### src/rtl/alu_pkg.sv
// Shared ALU definitions: shift-op encoding and default datapath width.
// Imported by the shifter core and the shifter top.
package alu_pkg;

  localparam int SH_WIDTH = 16;

  typedef enum logic [1:0] {
    SH_NONE = 2'b00,
    SH_LSL  = 2'b01,
    SH_LSR  = 2'b10,
    SH_ASR  = 2'b11
  } shift_op_e;

endpackage

### src/rtl/shifter_core.sv
// Combinational single-bit shift mux for the ALU B-operand path.
// Carry-out port exists only when SHIFTER_FLAGS_EN is defined.
module shifter_core
  import alu_pkg::*;
#(
  parameter int WIDTH = SH_WIDTH
) (
  input  logic [WIDTH-1:0] in,
  input  logic [1:0]       shift,
`ifdef SHIFTER_FLAGS_EN
  output logic             co,
`endif
  output logic [WIDTH-1:0] out
);

  logic co_int;

  // Decode all four ops; an unknown op propagates X rather than a guess
  always_comb begin
    out    = 'x;
    co_int = 1'bx;
    unique case (shift)
      SH_NONE: begin
        out    = in;
        co_int = 1'b0;
      end
      SH_LSL: begin
        out    = {in[WIDTH-2:0], 1'b0};
        co_int = in[WIDTH-1];
      end
      SH_LSR: begin
        out    = {1'b0, in[WIDTH-1:1]};
        co_int = in[0];
      end
      SH_ASR: begin
        out    = {in[WIDTH-1], in[WIDTH-1:1]};
        co_int = in[0];
      end
      default: begin
        out    = 'x;
        co_int = 1'bx;
      end
    endcase
  end

`ifdef SHIFTER_FLAGS_EN
  assign co = co_int;
`else
  logic unused_co;
  assign unused_co = co_int;
`endif

endmodule

### src/rtl/shifter.sv
// Shift unit top: combinational result plus a 1-cycle registered copy.
// Optional flags (co, zero and registered copies) under SHIFTER_FLAGS_EN.
module shifter
  import alu_pkg::*;
#(
  parameter int WIDTH = SH_WIDTH
) (
  input  logic             clk,
  input  logic             reset,
  input  logic [WIDTH-1:0] in,
  input  logic [1:0]       shift,
`ifdef SHIFTER_FLAGS_EN
  output logic             co,
  output logic             zero,
  output logic             co_r,
  output logic             zero_r,
`endif
  output logic [WIDTH-1:0] out,
  output logic [WIDTH-1:0] out_r
);

  logic [WIDTH-1:0] out_r_d, out_r_q;

  shifter_core #(.WIDTH(WIDTH)) u_core (
    .in    (in),
    .shift (shift),
`ifdef SHIFTER_FLAGS_EN
    .co    (co),
`endif
    .out   (out)
  );

`ifdef SHIFTER_FLAGS_EN
  logic co_r_d, co_r_q;
  logic zero_r_d, zero_r_q;

  assign zero = (out == '0);

  // Next values for the registered flags track the live flags
  always_comb begin
    co_r_d   = co;
    zero_r_d = zero;
  end

  // Flag registers share the async reset of the data register
  always_ff @(posedge clk or posedge reset) begin
    if (reset) begin
      co_r_q   <= 1'b0;
      zero_r_q <= 1'b0;
    end else begin
      co_r_q   <= co_r_d;
      zero_r_q <= zero_r_d;
    end
  end

  assign co_r   = co_r_q;
  assign zero_r = zero_r_q;
`endif

  // Registered copy simply samples the combinational result
  always_comb begin
    out_r_d = out;
  end

  // Output register, cleared immediately on reset
  always_ff @(posedge clk or posedge reset) begin
    if (reset) out_r_q <= '0;
    else       out_r_q <= out_r_d;
  end

  assign out_r = out_r_q;

endmodule

### config.mk
export PLATFORM = sky130hd
export DESIGN_NAME = shifter
export DESIGN_NICKNAME = d
export VERILOG_FILES = /design/src/rtl/alu_pkg.sv /design/src/rtl/shifter_core.sv /design/src/rtl/shifter.sv
export SDC_FILE = /design/constraint.sdc
export NUM_CORES = 1
export LEC_CHECK = 0
export BUFFER_PORTS_ARGS = -buffer_cell sky130_fd_sc_hd__buf_2
export CAP_MARGIN = 20
export CORE_MARGIN = 3
export CORE_UTILIZATION = 30
export DETAILED_ROUTE_END_ITERATION = 7
export SLEW_MARGIN = 20
export SYNTH_ARGS = -nofsm -noshare
export SYNTH_HDL_FRONTEND = slang
export SYNTH_SLANG_ARGS = --single-unit
### constraint.sdc
create_clock -name clk -period 1.61 [get_ports clk]
set_input_delay 0.161 -clock clk [delete_from_list [all_inputs] [get_ports clk]]
set_output_delay 0.161 -clock clk [all_outputs]
set_load 0.02 [all_outputs]
## Word-level counts from Yosys, hierarchy flattened

Cells that the tools add are included.

| operators by class | value |
|---|---|
| eq/ne operators | 3 |
| multiplexer cells | 1 |
| reductions and logical operators | 1 |

Operators by type and width:

| operator | number |
|---|---|
| $pmux 16 s4 | 1 |
| $eq 2x2->1 const B | 2 |
| $eq 2x1->1 const B | 1 |
| $logic_not 2->1 | 1 |

| storage, ports and cells | value |
|---|---|
| bits in registers | 16 |
| input port bits | 20 |
| output and inout bits | 32 |
| logic and storage cells | 6 |

## Logic depth before layout (Yosys ltp)

Gate-level depths: netlist (run 1).

| logic depth | value |
|---|---|
| depth after elaboration | 2 |
| depth in mapped cells | 4 |
| mapped depth without buffers | 2 |

## Hierarchy

Synthesis (run 1) repeated with hierarchy kept, for this count alone.

| second synthesis, totals | value |
|---|---|
| cells, all modules | 69 |
| area total of the unflattened synthesis | 744.5 µm² |

By module, submodules not included:

| module | times used | cells each | area an instance (µm²) | seq. area each (µm²) |
|---|---|---|---|---|
| shifter | 1 | 17 | 404.1 | 400.4 |
| shifter_core | 1 | 52 | 340.3 | 0.0 |

## Least setup slack after synthesis (run 1)

No wires, ideal clock.

| timing | value |
|---|---|
| kind | input-to-reg |
| from | in shift[0] |
| to | reg out_r_q[10], in the netlist out_r[10] |
| setup time | 0.186 ns |
| arrival time | 0.921 ns |
| required time | 1.424 ns |
| path slack | 0.504 ns |
| stages on the path | 3 |
| path buffers | 1 |
| cell sequence | buf_6 > mux2i_1 > o21ai_0 |

| on the way | value |
|---|---|
| cells in the longest elaborated chain, start to end | 2 |
| elaborated cells on any way between the ends | 5 |
| those cells by class | 3 x eq/ne; 1 x mux; 1 x reduce/logical |

Ends and longest elaborated chain:

| what | line | RTL |
|---|---|---|
| start: declaration | shifter.sv:11 | `input logic [1:0] shift,` |
| $eq 2x2->1, or another cell as far along | shifter_core.sv:22 | `unique case (shift)` |
| $pmux 16 s4 (*) | shifter_core.sv:22 |  |
| net out[10] | shifter.sv:18 | `output logic [WIDTH-1:0] out,` |
| end signal: assignment | shifter.sv:68 | `else out_r_q <= out_r_d;` |
| end: declaration | shifter.sv:22 | `logic [WIDTH-1:0] out_r_d, out_r_q;` |

The timed path passes the listed nets; every way through them passes the cells marked *.

## Worst setup path after layout (run 1)

| timing | value |
|---|---|
| from | in shift[0] |
| to | out out[7] |

| on the way | value |
|---|---|
| cells in the longest elaborated chain, start to end | 2 |
| elaborated cells on any way between the ends | 5 |
| those cells by class | 3 x eq/ne; 1 x mux; 1 x reduce/logical |

Ends and longest elaborated chain:

| what | line |
|---|---|
| $eq 2x2->1, or another cell as far along | shifter_core.sv:22 |
| $pmux 16 s4 (*) | shifter_core.sv:22 |
| end: declaration | shifter.sv:18 |

Mark *: on every way between the ends. The rest lies on a longest branch, timed or not.

==> flow_summary.json, run 1 <==
{
  "syn-num-nets": 89,
  "layout_min_cycle_time_ns": 1.276,
  "startpoint_type": "input port",
  "dp_hpwl_um": 1328,
  "vias": 677,
  "critical_path_class": "in2out",
  "power_density_nw_per_um2": 951.6,
  "critPathMaxStageDelay_ns": 0.38,
  "start_util_pct": 32.71,
  "first_pass_iters": 5,
  "min_path_type": "in2reg",
  "rows": 17,
  "hold_violations": 0,
  "tritoncts": "yes",
  "hp-start": "in[0]",
  "ctsLongestPathBuffers": 2,
  "period_share_pct": 79.24,
  "grt_max_degree": 33,
  "cts_resized": 0,
  "rsz0062_at_grt": "false",
  "grt_pass1_vias": 673,
  "netlist-cell-type-count": 13,
  "drc_errors": 0,
  "syn_to_final_growth_pct": 39.16,
  "die_y_um": 55.82,
  "setup_tns_ns": 0,
  "cts_buffers": 3,
  "synth_seq_cells": 16,
  "port_buffers": 51,
  "worstPathArrival_ns": 1.11,
  "final_nets": 141,
  "diodes": 0,
  "crit_path_end_kind": "output port",
  "yosys-top-cells-area": "dfrtp_1 54%, mux2i_1 20%, nand2_1 7.1%",
  "ys_seq_area_share_pct": 53.78,
  "grt_remaining_overflow": 0,
  "h-tree-depth": 1,
  "synth.top_cell.area_share_pct": 53.78,
  "io_pins": 52,
  "antenna_found_initial": 0,
  "final_common_cell": "buf_2",
  "mostFrequentLayoutCells": "51 x buf_2, 16 x dfrtp_1, 15 x mux2i_1",
  "synthCells": 69,
  "cts_root_buffer": "clkbuf_4",
  "maxCapViolations": 0,
  "clk_pin_slew_ns": 0.10,
  "drt-initial-drc-count": 10,
  "crit_path_start": "shift[0]",
  "finalSetupViolCount": 0,
  "status": "completed",
  "antenna_left": 0,
  "fmax_ghz": 0.7838,
  "syn_area_um2": 744.5,
  "register_area_um2": 400.4,
  "drive_above_1_share_pct": 45.83,
  "die_x_um": 55.82,
  "nFillCells": 226,
  "multi_input_area_um2": 295.3,
  "max-vdd-ir-drop_uv": 421.7,
  "drv_slew": 0,
  "syn_avg_cell_area_um2": 10.79,
  "power.static_leakage_nw": 0.5779,
  "grt.total_usage_pct": 12.15,
  "critical_path.max_fanout": 17,
  "die_area_um2": 3115,
  "cp_top_family": "buffers and inverters",
  "wl_um": 1726,
  "avgRoutedWirePerCell_um": 11.66,
  "p_total_uw": 985.9,
  "yosysTopAreaCell": "dfrtp_1",
  "required_ns": 1.45,
  "clock_sinks": 16,
  "largest_register_ff_count": 16,
  "crit_buf_inv": 2,
  "core_area_um2": 2276,
  "grt_pass1_wl_um": 3042,
  "worst_pin_slew_ns": 0.6308,
  "path_common_cell": "buf_2",
  "viasPerCell": 4.574,
  "cts_hold_buffers": 1,
  "post_cts_buffers": 0,
  "slowest_stage": "buf_2",
  "gp_congestion": 0.7255,
  "slew_headroom_pct": 57.90,
  "fin_util_pct": 45.52,
  "path_cells": "buf_2 > mux2i_1 > o21ai_0 > buf_2",
  "ys_warn_count": 0
}
## area by class of cell
cell class | instances | area share (%)
Clock buffer | 4 | 3.502
Inverter | 1 | 0.3623
Tap cell | 28 | 3.382
Timing Repair Buffer | 52 | 25.60
Sequential cell | 16 | 38.65
Multi-Input combinational cell | 47 | 28.50
## power by group
part	internal, mW	total (mW)	switching (mW)	leakage (nW)
registers	0.435	0.441	0.00659	0.193
logic	0.0949	0.276	0.181	0.364
clock network	0.138	0.268	0.131	0.0210
total	0.667	0.986	0.319	0.578
## cells in the mapped netlist (all sizes together)
cell / n
dfrtp: 16
nand3: 1
o21ai: 15
clkbuf: 1
mux2i: 15
buf: 4
inv: 1
nor2: 1
a22o: 1
nand2: 14
## per-layer routing
metal  track usage (%)  part of all wire (%)  up-vias
met5                 0                     0        -
met4             7.119                     0        0
met3             2.088                   6.9        0
met2             19.26                    51       28
met1             15.46                    42      309
li1                  -                     -      340
## worst paths after layout
| kind | endpoint | slack, ns | cells after the start |
|---|---|---|---|
| hold / removal | out_r[0]$_DFF_PP0_ | 0.12 | 2 |
| setup / recovery | out[7] | 0.33 | 4 |
| max in group asynchronous | out_r[10]$_DFF_PP0_ | 0.71 | 3 |
| min in group asynchronous | out_r[4]$_DFF_PP0_ | 0.48 | 3 |
## through the flow
step	area [µm²]	hold slack [ns]	setup WS (ns)	std cells
after floorplan	744.5	0.07474	0.5037	69
after CTS	1036	0.1011	0.3109	148
after global placement	989.7	0.2519	0.3581	143
after detailed placement	989.7	0.2723	0.3190	143
after global routing	1036	0.1178	0.1511	148
final	1036	0.1185	0.3342	148
## logic make-up after synthesis
group	synth area share, %
AOI/OAI and AO/OA	11.26
DFF	53.78
and+or+nand+nor	8.234
muxes	20.17
buffers and inverters	6.554
Note: power is estimated with default switching activity, not from simulation.
==> inputs of run 2 (changes only) <==
==> constraint.sdc (replaced) <==
create_clock -name clk -period 1.2 [get_ports clk]
set_input_delay 0.12 -clock clk [delete_from_list [all_inputs] [get_ports clk]]
set_output_delay 0.12 -clock clk [all_outputs]
set_load 0.02 [all_outputs]
==> flow_summary.json, run 2 (same netlist as run 1, synthesis figures left out) <==
{
  "status": "completed",
  "min_path_type": "in2reg",
  "antenna_found_initial": 0,
  "clk_pin_slew_ns": 0.08,
  "layout_min_cycle_time_ns": 1.042,
  "path_common_cell": "buf_2",
  "vias": 647,
  "sequentialPowerShare_pct": 47.4,
  "cts_root_buffer": "clkbuf_4",
  "worstPathArrival_ns": 0.92,
  "cp_top_family": "buffers and inverters",
  "clock_sinks": 16,
  "rsz0062_at_grt": "false",
  "path_cells": "buf_2 > buf_12 > mux2i_1 > o21ai_0 > buf_2",
  "worst_pin_slew_ns": 0.2209,
  "diodes": 0,
  "grt_pass1_vias": 622,
  "post_cts_buffers": 0,
  "core_area_um2": 2276,
  "critical_path.max_fanout": 17,
  "die_x_um": 55.82,
  "power_density_nw_per_um2": 1169,
  "setup_tns_ns": 0,
  "hp-start": "in[0]",
  "grt_pass1_wl_um": 2773,
  "gp_congestion": 0.7321,
  "max-vdd-ir-drop_uv": 593.4,
  "dp_hpwl_um": 1329,
  "startpoint_type": "input port",
  "maxCapViolations": 0,
  "hold_violations": 0,
  "required_ns": 1.08,
  "mostFrequentLayoutCells": "51 x buf_2, 16 x dfrtp_1, 15 x mux2i_1",
  "finalSetupViolCount": 0,
  "cts_buffers": 3,
  "first_pass_iters": 4,
  "largest_register_ff_count": 16,
  "crit_path_end_kind": "output port",
  "final_common_cell": "buf_2",
  "start_util_pct": 32.71,
  "die_y_um": 55.82,
  "avgRoutedWirePerCell_um": 11.39,
  "dp_cells": 146,
  "io_pins": 52,
  "finalNonFillerCells": 150,
  "cp.depth": 5,
  "port_buffers": 51,
  "critical_path_class": "in2out",
  "rows": 17,
  "crit_buf_inv": 3,
  "grt.total_usage_pct": 11.03,
  "power.share.clock_pct": 21.6,
  "die_area_um2": 3115,
  "antenna_left": 0,
  "p_int_uw": 842.3,
  "grt_remaining_overflow": 0,
  "h-tree-depth": 1,
  "slew_headroom_pct": 85.11,
  "nFillCells": 234,
  "drv_slew": 0,
  "swShare_pct": 32.64,
  "power.static_leakage_nw": 0.5943,
  "wl_um": 1709,
  "period_share_pct": 86.87,
  "combPwrFrac_pct": 31.1,
  "drc_errors": 0,
  "critPathMaxStageDelay_ns": 0.21,
  "power_switching_uw": 408.2,
  "worstHoldEndpoint": "out_r[0]$_DFF_PP0_",
  "hold_depth": 2,
  "p_total_mw": 1.251,
  "drive_above_1_share_pct": 46.72,
  "ctsLongestPathBuffers": 2,
  "drt-initial-drc-count": 2,
  "tritoncts": "yes",
  "grt_max_degree": 33,
  "fmax_ghz": 0.9593,
  "final_nets": 144,
  "syn_to_final_growth_pct": 43.70,
  "slowest_stage": "o21ai_0",
  "viasPerCell": 4.313
}
-- run 2: cell count changes in the layout (fill, tap and decap cells not counted), sizes merged --
cell and change:
clkbuf -1, buf +3
-- run 2: what timing repair did --
item / in CTS / in global routing
hold endpoints to repair: 16 / 0
hold buffers: 1 / 0
gates resized for setup: 0 / 0
-- run 2: worst max-delay path by stage --
stage,start,end,slack [ns]
finish,shift[0],out[13],0.16
global route,shift[0],out[7],0.02
CTS,shift[0],out[7],0.14
detailed placement,shift[0],out[7],0.14
global placement,shift[0],out[10],0.15
floorplan,shift[0],out_r[10]$_DFF_PP0_,0.13
-- run 2: cell type report --
type	instances	area [µm²]	area share (%)
flip-flops and latches	16	400.4	37.43
repair buffers	55	312.8	29.24
multi-input cells	47	295.3	27.60
well taps	28	35.03	3.275
clock buffers	3	22.52	2.105
inverters	1	3.754	0.3509
-- run 2: layer usage --
layer / wire, µm / global-route usage (%)
met5: 0 / 0
met4: 15 / 6.102
met3: 136 / 2.552
met2: 863 / 19.26
met1: 693 / 12.25
-- run 2: stage by stage --
stage	setup WS, ns	area (µm²)	hold slack (ns)	util (%)
after floorplan	0.1347	744.5	0.03374	-
after global placement	0.1474	1037	0.1308	45.57
after detailed placement	0.1441	1037	0.1357	45.57
after CTS	0.1399	1070	0.09178	47.00
after global routing	0.01631	1070	0.1022	47.00
final	0.1575	1070	0.09684	47.00
-- run 2: power groups by stage --
| stage | Sequential [mW] | Combinational, mW | Clock, mW |
|---|---|---|---|
| 6_report | 0.592 | 0.389 | 0.270 |
| 5_1_grt | 0.597 | 0.422 | 0.304 |
| 4_1_cts | 0.593 | 0.395 | 0.287 |
| 3_5_place_dp | 0.603 | 0.392 | 0 |
| 3_3_place_gp | 0.603 | 0.389 | 0 |
| 2_1_floorplan | 0.668 | 0.175 | 0 |
==> inputs of run 3 (changes only) <==
--- a/config.mk
+++ b/config.mk
@@ -10,6 +10,7 @@
 export CORE_MARGIN = 3
 export CORE_UTILIZATION = 30
 export DETAILED_ROUTE_END_ITERATION = 7
+export SETUP_SLACK_MARGIN = 0.3
 export SLEW_MARGIN = 20
 export SYNTH_ARGS = -nofsm -noshare
 export SYNTH_HDL_FRONTEND = slang
==> flow_summary.json, run 3 (same netlist as run 1, synthesis figures left out) <==
{
  "min_path_type": "in2async",
  "hold_slack_ns": -0.09610,
  "setup_tns_ns": 0,
  "max-vdd-ir-drop_uv": 630.9,
  "grt.met2_usage_pct": 23.48,
  "startpoint_type": "input port",
  "drt-initial-drc-count": 8,
  "dp_cells": 145,
  "critical_path_class": "in2out",
  "maxCapViolations": 0,
  "cts_buffers": 3,
  "tritoncts": "yes",
  "finish.instance_area_um2": 1405,
  "grt_pass1_vias": 723,
  "final_nets": 151,
  "port_buffers": 51,
  "viasPerCell": 4.790,
  "status": "finished with violations",
  "worstPathArrival_ns": 0.84,
  "p_total_mw": 1.459,
  "finalSetupViolCount": 0,
  "die_y_um": 55.82,
  "drive_above_1_share_pct": 55.81,
  "grt_remaining_overflow": 0,
  "fin_util_pct": 61.74,
  "grt_pass1_wl_um": 3180,
  "worst_pin_slew_ns": 0.6310,
  "finalNonFillerCells": 157,
  "pre_cts_ws_ns": 0.1428,
  "final_common_cell": "buf_6",
  "worst_slack_ns": 0.2365,
  "clk_pin_slew_ns": 0.10,
  "rows": 17,
  "syn_to_final_growth_pct": 88.74,
  "wl_um": 2219,
  "top_usage_layer": "met2",
  "fmax_ghz": 1.038,
  "mostFrequentLayoutCells": "22 x buf_6, 17 x buf_2, 16 x dfrtp_1, 16 x buf_4",
  "period_share_pct": 80.29,
  "clock_sinks": 16,
  "drv_slew": 0,
  "slew_headroom_pct": 57.89,
  "hold_violations": 16,
  "ctsLongestPathBuffers": 2,
  "rsz0062_at_grt": "true",
  "die_x_um": 55.82,
  "gp_congestion": 0.6787,
  "dp_hpwl_um": 1460,
  "io_pins": 52,
  "crit_path_end_kind": "output port",
  "power.static_leakage_nw": 0.7208,
  "met3_usage_pct": 2.088,
  "power_density_nw_per_um2": 1039,
  "avgRoutedWirePerCell_um": 14.13,
  "dpl-instance-area_um2": 1049,
  "grt_max_degree": 33,
  "antenna_found_initial": 0,
  "use_met1_pct": 13.01,
  "die_area_um2": 3115,
  "drc_errors": 0,
  "core_area_um2": 2276,
  "layout_min_cycle_time_ns": 0.9635,
  "critical_path.max_fanout": 8,
  "diodes": 0,
  "grt.total_usage_pct": 12.39,
  "first_pass_iters": 4,
  "required_ns": 1.08,
  "nFillCells": 183,
  "start_util_pct": 32.71,
  "h-tree-depth": 1,
  "vias": 752,
  "violations": "negative hold slack",
  "largest_register_ff_count": 16,
  "cts_root_buffer": "clkbuf_4",
  "antenna_left": 0
}
run 3: cell types whose count changed in the layout (fill, tap and decap cells not counted), sizes merged:
cell,delta
buf,+6
clkbuf,+2
dlygate4sd3,-1
run 3: worst max-delay path: stages:
cell and delay, ns:
buf_12 0.12, buf_16 0.14, mux2i_1 0.12, o21ai_1 0.17, buf_4 0.17
run 3: area by class of cell:
| type | instances | area [µm²] | share of cell area (%) |
|---|---|---|---|
| repair buffers | 62 | 618.1 | 43.99 |
| inverters | 1 | 3.754 | 0.2671 |
| multi-input cells | 47 | 325.3 | 23.15 |
| well taps | 28 | 35.03 | 2.493 |
| flip-flops and latches | 16 | 400.4 | 28.50 |
| clock buffers | 3 | 22.52 | 1.603 |
run 3: timing repair:
| item | CTS | global route |
|---|---|---|
| buffers inserted | 1 | 4 |
| endpoints found under the hold margin | 16 | 16 |
| cloned | 2 | 2 |
| pin swaps | 3 | 5 |
| endpoints found under the setup margin | 32 | 32 |
| gates resized for setup | 65 | 7 |
run 3: report_power, final:
| part | internal [mW] | switching (mW) | total [mW] | leakage (nW) |
|---|---|---|---|---|
| Sequential | 0.584 | 0.0210 | 0.605 | 0.193 |
| Combinational | 0.290 | 0.282 | 0.572 | 0.514 |
| Clock | 0.116 | 0.166 | 0.282 | 0.0138 |
run 3: worst paths after layout:
| check | start | cells after the start | end |
|---|---|---|---|
| worst max-delay path | shift[0] | 5 | out[7] |
| worst min-delay path | reset | 2 | out_r[11]$_DFF_PP0_ |
| max in group asynchronous | reset | 2 | out_r[1]$_DFF_PP0_ |
| min in group clk | in[3] | 3 | out_r[2]$_DFF_PP0_ |
run 3: routing by layer:
metal  routed length [µm]  share of wire (%)
met1                  801                 36
met2                 1263                 57
met3                  134                6.0
met4                   20               0.90
met5                    0                  0
